===== src/rtl/spi_master_shifter_pkg.sv =====
// ---------------------------------------------------------------------------
// spi_master_shifter_pkg
//
// Shared definitions for the SPI master serial engine:
//   - default bus width, SCLK half-period divider and state register width
//   - state encodings of the shifter FSM
//
// No ports; imported by spi_master_shifter and spi_clock_divider.
// ---------------------------------------------------------------------------
package spi_master_shifter_pkg;

   // Default parameter values for the shifter and its divider.
   localparam int DATAWIDTH_BUS_DEF = 8;
   localparam int CLK_DIV_DEF       = 4;
   localparam int STATE_SIZE_DEF    = 3;

   // FSM encodings. Anything not listed is treated as illegal and recovers
   // to IDLE.
   typedef enum logic [STATE_SIZE_DEF-1:0] {
      ST_IDLE  = 3'b000,
      ST_SETUP = 3'b001,
      ST_HIGH  = 3'b010,
      ST_LOW   = 3'b011,
      ST_DONE  = 3'b100
   } state_e;

endpackage : spi_master_shifter_pkg


===== src/rtl/spi_clock_divider.sv =====
// ---------------------------------------------------------------------------
// spi_clock_divider
//
// Half-period counter for the SPI shifter. Counts system-clock cycles from
// 0 to CLK_DIV-1 and raises a terminal-count pulse in the cycle where the
// count sits at CLK_DIV-1. The count restarts from 0 after every terminal
// count, so the pulse recurs every CLK_DIV cycles while clear is low.
//
// Ports:
//   clk    in   system clock, rising edge
//   rst_n  in   asynchronous active-low reset
//   clear  in   hold the count at 0 (no terminal count while asserted)
//   tc     out  terminal-count pulse (combinational from the count register)
// ---------------------------------------------------------------------------
module spi_clock_divider
   import spi_master_shifter_pkg::*;
#(
   parameter int CLK_DIV = CLK_DIV_DEF
) (
   input  logic clk,
   input  logic rst_n,
   input  logic clear,
   output logic tc
);

   // Keep the counter at least one bit wide so CLK_DIV=1 still elaborates;
   // with CLK_DIV=1 the count never leaves 0 and tc is high every cycle.
   localparam int CNT_W = (CLK_DIV > 1) ? $clog2(CLK_DIV) : 1;
   localparam logic [CNT_W-1:0] LAST = CNT_W'(CLK_DIV - 1);

   logic [CNT_W-1:0] cnt;

   assign tc = !clear && (cnt == LAST);

   always_ff @(posedge clk or negedge rst_n) begin
      if (!rst_n) begin
         cnt <= '0;
      end else if (clear || tc) begin
         cnt <= '0;
      end else begin
         cnt <= cnt + CNT_W'(1);
      end
   end

endmodule : spi_clock_divider


===== src/rtl/spi_master_shifter.sv =====
// ---------------------------------------------------------------------------
// spi_master_shifter
//
// Serial engine of the SPI master. On a one-cycle start strobe in IDLE it
// latches a parallel word and shifts it out MSB-first in SPI mode 0
// (CPOL=0, CPHA=0) while sampling MISO into a receive word on every SCLK
// rising edge. When the word is complete it presents the received data with
// a one-cycle valid strobe and drops busy.
//
// Every output is a register: the next-state and next-output logic is
// combinational, and a single sequential block captures state, datapath and
// outputs together, so outputs change on the same edge as the state.
//
// Ports:
//   SPI_MASTER_SHIFTER_CLOCK_50        in   system clock, rising edge
//   SPI_MASTER_SHIFTER_RESET_InLow     in   asynchronous active-low reset
//   SPI_MASTER_SHIFTER_start_InHigh    in   start strobe (ignored unless IDLE)
//   SPI_MASTER_SHIFTER_data_In         in   word to transmit
//   SPI_MASTER_SHIFTER_MISO_In         in   serial data from the slave
//   SPI_MASTER_SHIFTER_SCLK_Out        out  serial clock, idles low
//   SPI_MASTER_SHIFTER_MOSI_Out        out  serial data to the slave
//   SPI_MASTER_SHIFTER_SS_OutLow       out  slave select, active low
//   SPI_MASTER_SHIFTER_masterBusy_Out  out  transaction in progress
//   SPI_MASTER_SHIFTER_rxData_Out      out  last received word
//   SPI_MASTER_SHIFTER_rxValid_Out     out  one-cycle strobe when rxData updates
//   SPI_MASTER_SHIFTER_state_Out       out  current FSM state (debug)
//
// Handshake: start is a single-cycle request that is accepted only on an
// edge where the FSM is IDLE; data_In is sampled on that edge only. A start
// seen while busy is dropped, not queued. rxValid is a single-cycle
// qualifier for rxData with no back-pressure.
// ---------------------------------------------------------------------------
module spi_master_shifter
   import spi_master_shifter_pkg::*;
#(
   parameter int DATAWIDTH_BUS = DATAWIDTH_BUS_DEF,
   parameter int CLK_DIV       = CLK_DIV_DEF,
   parameter int STATE_SIZE    = STATE_SIZE_DEF
) (
   input  logic                     SPI_MASTER_SHIFTER_CLOCK_50,
   input  logic                     SPI_MASTER_SHIFTER_RESET_InLow,
   input  logic                     SPI_MASTER_SHIFTER_start_InHigh,
   input  logic [DATAWIDTH_BUS-1:0] SPI_MASTER_SHIFTER_data_In,
   input  logic                     SPI_MASTER_SHIFTER_MISO_In,
   output logic                     SPI_MASTER_SHIFTER_SCLK_Out,
   output logic                     SPI_MASTER_SHIFTER_MOSI_Out,
   output logic                     SPI_MASTER_SHIFTER_SS_OutLow,
   output logic                     SPI_MASTER_SHIFTER_masterBusy_Out,
   output logic [DATAWIDTH_BUS-1:0] SPI_MASTER_SHIFTER_rxData_Out,
   output logic                     SPI_MASTER_SHIFTER_rxValid_Out,
   output logic [STATE_SIZE-1:0]    SPI_MASTER_SHIFTER_state_Out
);

   localparam int W     = DATAWIDTH_BUS;
   localparam int BIT_W = $clog2(DATAWIDTH_BUS);
   localparam logic [BIT_W-1:0] LAST_BIT = BIT_W'(DATAWIDTH_BUS - 1);

   localparam logic [STATE_SIZE-1:0] S_IDLE  = STATE_SIZE'(ST_IDLE);
   localparam logic [STATE_SIZE-1:0] S_SETUP = STATE_SIZE'(ST_SETUP);
   localparam logic [STATE_SIZE-1:0] S_HIGH  = STATE_SIZE'(ST_HIGH);
   localparam logic [STATE_SIZE-1:0] S_LOW   = STATE_SIZE'(ST_LOW);
   localparam logic [STATE_SIZE-1:0] S_DONE  = STATE_SIZE'(ST_DONE);

   // Short local names for the ports.
   logic clk;
   logic rst_n;
   logic start;
   logic miso;
   assign clk   = SPI_MASTER_SHIFTER_CLOCK_50;
   assign rst_n = SPI_MASTER_SHIFTER_RESET_InLow;
   assign start = SPI_MASTER_SHIFTER_start_InHigh;
   assign miso  = SPI_MASTER_SHIFTER_MISO_In;

   // Current state and datapath registers.
   logic [STATE_SIZE-1:0] state;
   logic [W-1:0]          tx;
   logic [W-1:0]          rx;
   logic [BIT_W-1:0]      bit_cnt;

   // Registered outputs.
   logic                  sclk;
   logic                  mosi;
   logic                  ss_n;
   logic                  busy;
   logic [W-1:0]          rx_data;
   logic                  rx_valid;

   // Next values.
   logic [STATE_SIZE-1:0] state_d;
   logic [W-1:0]          tx_d;
   logic [W-1:0]          rx_d;
   logic [BIT_W-1:0]      bit_d;
   logic                  sclk_d;
   logic                  mosi_d;
   logic                  ss_n_d;
   logic                  busy_d;
   logic [W-1:0]          rx_data_d;
   logic                  rx_valid_d;

   logic                  active;
   logic                  active_d;
   logic                  tc;

   // A transaction occupies SETUP..DONE; IDLE and illegal encodings are not
   // active.
   assign active = (state == S_SETUP) || (state == S_HIGH) ||
                   (state == S_LOW)   || (state == S_DONE);

   // The divider is held clear whenever no transaction is running, so the
   // first half-period after the accepting edge is exactly CLK_DIV cycles.
   spi_clock_divider #(
      .CLK_DIV (CLK_DIV)
   ) u_div (
      .clk   (clk),
      .rst_n (rst_n),
      .clear (!active),
      .tc    (tc)
   );

   // ------------------------------------------------------------------
   // Next-state and datapath logic
   // ------------------------------------------------------------------
   always_comb begin : next_state_logic
      state_d = state;
      tx_d    = tx;
      rx_d    = rx;
      bit_d   = bit_cnt;
      case (state)
         S_IDLE: begin
            if (start) begin
               state_d = S_SETUP;
               tx_d    = SPI_MASTER_SHIFTER_data_In;
               rx_d    = '0;
               bit_d   = '0;
            end
         end
         S_SETUP: begin
            // Entering HIGH is an SCLK rise: capture MISO on that edge.
            if (tc) begin
               state_d = S_HIGH;
               rx_d    = {rx[W-2:0], miso};
            end
         end
         S_HIGH: begin
            if (tc) begin
               if (bit_cnt == LAST_BIT) begin
                  // Last bit: keep MOSI stable through the hold period.
                  state_d = S_DONE;
               end else begin
                  // SCLK fall: present the next bit on MOSI.
                  state_d = S_LOW;
                  tx_d    = {tx[W-2:0], 1'b0};
                  bit_d   = bit_cnt + BIT_W'(1);
               end
            end
         end
         S_LOW: begin
            if (tc) begin
               state_d = S_HIGH;
               rx_d    = {rx[W-2:0], miso};
            end
         end
         S_DONE: begin
            if (tc) begin
               state_d = S_IDLE;
            end
         end
         default: begin
            state_d = S_IDLE;
         end
      endcase
   end

   // ------------------------------------------------------------------
   // Next-output logic. Outputs are derived from the state being entered
   // so that the registered outputs line up with the registered state.
   // ------------------------------------------------------------------
   always_comb begin : next_output_logic
      active_d   = (state_d == S_SETUP) || (state_d == S_HIGH) ||
                   (state_d == S_LOW)   || (state_d == S_DONE);
      sclk_d     = (state_d == S_HIGH);
      ss_n_d     = !active_d;
      busy_d     = active_d;
      mosi_d     = active_d && tx_d[W-1];
      rx_valid_d = (state == S_DONE) && tc;
      rx_data_d  = rx_valid_d ? rx : rx_data;
   end

   // ------------------------------------------------------------------
   // Register block. Reset clears rxData too, so an aborted transaction
   // never leaves a partial word behind.
   // ------------------------------------------------------------------
   always_ff @(posedge clk or negedge rst_n) begin : regs
      if (!rst_n) begin
         state    <= S_IDLE;
         tx       <= '0;
         rx       <= '0;
         bit_cnt  <= '0;
         sclk     <= 1'b0;
         mosi     <= 1'b0;
         ss_n     <= 1'b1;
         busy     <= 1'b0;
         rx_data  <= '0;
         rx_valid <= 1'b0;
      end else begin
         state    <= state_d;
         tx       <= tx_d;
         rx       <= rx_d;
         bit_cnt  <= bit_d;
         sclk     <= sclk_d;
         mosi     <= mosi_d;
         ss_n     <= ss_n_d;
         busy     <= busy_d;
         rx_data  <= rx_data_d;
         rx_valid <= rx_valid_d;
      end
   end

   assign SPI_MASTER_SHIFTER_SCLK_Out       = sclk;
   assign SPI_MASTER_SHIFTER_MOSI_Out       = mosi;
   assign SPI_MASTER_SHIFTER_SS_OutLow      = ss_n;
   assign SPI_MASTER_SHIFTER_masterBusy_Out = busy;
   assign SPI_MASTER_SHIFTER_rxData_Out     = rx_data;
   assign SPI_MASTER_SHIFTER_rxValid_Out    = rx_valid;
   assign SPI_MASTER_SHIFTER_state_Out      = state;

endmodule : spi_master_shifter


===== config.mk =====
export PLATFORM = sky130hd
export DESIGN_NAME = spi_master_shifter
export DESIGN_NICKNAME = d
export VERILOG_FILES = /design/src/rtl/spi_master_shifter_pkg.sv /design/src/rtl/spi_clock_divider.sv /design/src/rtl/spi_master_shifter.sv
export SDC_FILE = /design/constraint.sdc
export NUM_CORES = 1
export LEC_CHECK = 0
export ABC_AREA = 1
export BUFFER_PORTS_ARGS = -buffer_cell sky130_fd_sc_hd__buf_2
export CAP_MARGIN = 10
export CORE_ASPECT_RATIO = 2
export CORE_UTILIZATION = 25
export CTS_BUF_LIST = sky130_fd_sc_hd__clkbuf_8
export CTS_CLUSTER_DIAMETER = 40
export DETAILED_ROUTE_END_ITERATION = 8
export SYNTH_ARGS = -nofsm -noshare
export SYNTH_HDL_FRONTEND = slang
export SYNTH_SLANG_ARGS = --single-unit

===== constraint.sdc =====
create_clock -name SPI_MASTER_SHIFTER_CLOCK_50 -period 1.65 [get_ports SPI_MASTER_SHIFTER_CLOCK_50]
set_input_delay 0.0825 -clock SPI_MASTER_SHIFTER_CLOCK_50 [delete_from_list [all_inputs] [get_ports SPI_MASTER_SHIFTER_CLOCK_50]]
set_output_delay 0.0825 -clock SPI_MASTER_SHIFTER_CLOCK_50 [all_outputs]
set_load 0.03 [all_outputs]

==> flow_metrics.py <==
metrics = {
    "cells_and_area": {
        "n_antenna_cell": 0,
        "fill_cells": 642,
        "syn_to_final_growth_pct": 22.34,
        "final_layout_size_suffix_gt1_share_pct": 27.94,
        "regArea_sq_um": 927.1,
        "multi_input_area_sq_um": 541.8,
        "finish.utilization_pct": 31.80,
        "fin_nets": 218,
    },
    "cts": {
        "cts_sinks": 37,
        "cts_root_buf": "clkbuf_8",
        "path_clk_slew_ps": 80,
        "cts_tree": "done",
        "cts_buffer_depth": 2,
        "cts_buffers": 5,
        "h-tree-depth": 2,
        "worstSkewPairLatency_ps": 290,
    },
    "critical_path": {
        "critical_path_required_ps": 1840,
        "critPathKind": "flip-flop to flip-flop",
        "critPathBufInv": 2,
        "crit_arrival_ps": 1720,
        "regToRegSetupSlack_ps": 120,
        "path_cells": "ha_1, ha_1, inv_1, nand3_2, nand2_2, nand2_4, nand2_1, nand3_2, nand2_1, inv_1",
        "crit_fanout": 12,
        "endpoint_kind": "flip-flop",
        "critPathSlowestCell": "dfrtp_1",
        "crit_family": "simple AND/OR/NAND/NOR gates",
        "slowest_delay_ps": 400,
        "start_kind": "flip-flop",
    },
    "yosys": {
        "synth-edff-count": 0,
        "synth.distinct_cells": 21,
        "yosys.area_share.simple_pct": 22.81,
        "yosys_most_used_dff": "dfrtp_1",
        "syn_nets": 181,
        "syn_inst": 166,
        "yosys.area.top_type": "dfrtp_1",
        "yosysSeqAreaShare_pct": 58.90,
        "synth_xor_xnor_area_share_pct": 0,
        "yosysTopAreaCellShare_pct": 57.23,
        "yosysWarnings": 0,
        "synth.top_cells.by_area": "dfrtp_1 57%, nand2_1 10%, nand3_1 5.1%",
        "synth_top_family_by_area": "simple AND/OR/NAND/NOR gates",
        "synth.avg_cell_area_sq_um": 9.482,
        "synth_compound_area_share_pct": 8.903,
        "synth_area_sq_um": 1574,
        "synth_mux_area_share_pct": 0,
        "synthAdderAreaFrac_pct": 2.385,
        "synth_async_sr_flop_share_pct": 100.0,
        "synth_seq_cells": 37,
    },
    "floorplanning": {
        "pin_count": 28,
        "std_cell_rows": 40,
        "die_area_sq_um": 6636,
        "initial_core_util_pct": 25.99,
        "die_w_um": 58.11,
        "coreArea_sq_um": 6056,
        "die_h_um": 114.2,
    },
    "power_and_ir_drop": {
        "p_per_area_nw_per_um2": 1108,
        "p_leak_nw": 0.9756,
        "power.total_mw": 2.133,
        "ir_drop_uv": 570.6,
    },
    "sta": {
        "slew_violations": 0,
        "rsz0062_at_grt": "false",
        "fin_worst_skew_ps": 3.895,
        "tightest_slew_ps": 472.3,
        "worst_slew_margin_rel_pct": 68.51,
        "post-route-min-period_ps": 1530,
        "finalSetupTns_ps": 0,
        "whs_ps": 12.41,
        "setup_viol": 0,
        "fmax_mhz": 653.5,
        "finalHoldViolations": 0,
        "post-route-period-util_pct": 92.75,
    },
    "place": {
        "hpwl_mm": 2.414,
        "place_congestion": 0.8526,
        "port_buffers": 27,
    },
    "status": {
        "status": "finished clean",
    },
    "route": {
        "wirelength_mm": 3.335,
        "drt_iter0_drc": 38,
        "drc": 0,
        "vias_per_cell": 4.233,
        "num_vias": 1219,
        "drt-pass1-iter-count": 4,
        "final_antenna_net_count": 0,
        "wire_per_inst_um": 11.58,
    },
    "global_routing": {
        "grt_max_degree": 38,
        "grt_pass1_wl_mm": 5.816,
        "grt_use_total_pct": 11.60,
        "grt_antenna_before_repair": 0,
        "globalRouteOverflowTotal": 0,
        "grt_pass1_vias": 1248,
    },
    "job": {
        "max_cap_viol_count": 0,
    },
    "worst_hold_path": {
        "min_path_type": "input pin to flip-flop",
    },
}
-- cells in the mapped netlist, types with 2 or more instances --
cell type,instances
a21oi_1,2
nor2_1,5
nand2_1,43
inv_1,20
o21ai_0,9
nor2_2,3
o21ai_2,2
inv_2,2
o21ai_1,10
nand2_2,2
nand3_1,16
buf_6,2
dfrtp_1,36
ha_1,3
nand3_2,5
-- registers in the layout (all words and copies together) (netlist names) --
signal	cells
rx	8
tx	8
SPI_MASTER_SHIFTER_SS_OutLow	1
SPI_MASTER_SHIFTER_state_Out	3
SPI_MASTER_SHIFTER_rxData_Out	8
bit_cnt	3
SPI_MASTER_SHIFTER_MOSI_Out	1
SPI_MASTER_SHIFTER_SCLK_Out	1
SPI_MASTER_SHIFTER_rxValid_Out	1
u_div.cnt	2
SPI_MASTER_SHIFTER_masterBusy_Out	1
-- report_power, final --
part | leakage, nW | total (mW) | switching (mW) | internal (mW)
Clock | 0.0439 | 0.614 | 0.322 | 0.291
Sequential | 0.470 | 1.06 | 0.0555 | 1.01
Combinational | 0.462 | 0.455 | 0.310 | 0.146
Total | 0.976 | 2.13 | 0.688 | 1.45
-- layout by cell type, fill, tap and decap left out, drive strengths merged --
master	synthesis	final
dlygate4sd3	0	1
clkinvlp	0	1
a22o	1	1
nand2	45	45
o31ai	1	1
nand3	21	21
buf	3	32
nand4	1	1
clkbuf	0	5
o21ai	21	21
nor2	9	9
dfstp	1	1
ha	3	3
inv	22	22
clkinv	0	2
a21oi	2	2
dfrtp	36	36
-- cells by family after synthesis --
kind of cell,Yosys count
AND/OR/NAND/NOR,76
AO/OA/AOI/OAI,25
buffers and inverters,25
adder cells (fa/ha/maj),3
flip-flops,37
-- tightest hold or removal path, cell delays in order --
cell and delay (ps):
buf_2 80, nand2_1 40, nand3_1 70
-- what timing repair did --
action,CTS,global route
setup endpoints to repair,0,3
setup buffers,0,2
endpoints found under the hold margin,36,0
hold buffers,1,0
resized for setup,0,1
-- metrics by stage --
step	area [sq um]	setup WS (ps)	std cells
detailed placement	1809	36.93	277
global route	1926	7.478	288
finish	1926	119.7	288
floorplan	1574	173.7	166
global placement	1809	98.58	277
CTS	1906	29.47	286
-- metal layers --
layer / global-route usage, % / wire length [um]
met1: 13.04 / 1371
met2: 20.23 / 1767
met3: 2.712 / 113
met4: 5.238 / 82
met5: 0 / 0
-- path summary, 6_finish.rpt --
check,from,to,cells after the start
setup / recovery,bit_cnt[0],SPI_MASTER_SHIFTER_MOSI_Out,10
hold / removal,SPI_MASTER_SHIFTER_data_In[6],tx[6],3
setup reg to reg,bit_cnt[0],SPI_MASTER_SHIFTER_MOSI_Out,10
hold reg to reg,u_div.cnt[0],u_div.cnt[0],1
max in group asynchronous,SPI_MASTER_SHIFTER_RESET_InLow,SPI_MASTER_SHIFTER_SS_OutLow,3
min in group asynchronous,SPI_MASTER_SHIFTER_RESET_InLow,SPI_MASTER_SHIFTER_state_Out[2],3
-- cell type report --
type / count / share of cell area (%)
clock buffer: 5 / 3.574
clock inverter: 3 / 0.9097
inverter: 22 / 4.288
multi-input combinational: 104 / 28.14
sequential: 37 / 48.15
tap: 84 / 5.458
timing repair buffer: 33 / 9.487
Note: power is estimated with default switching activity, not from simulation.
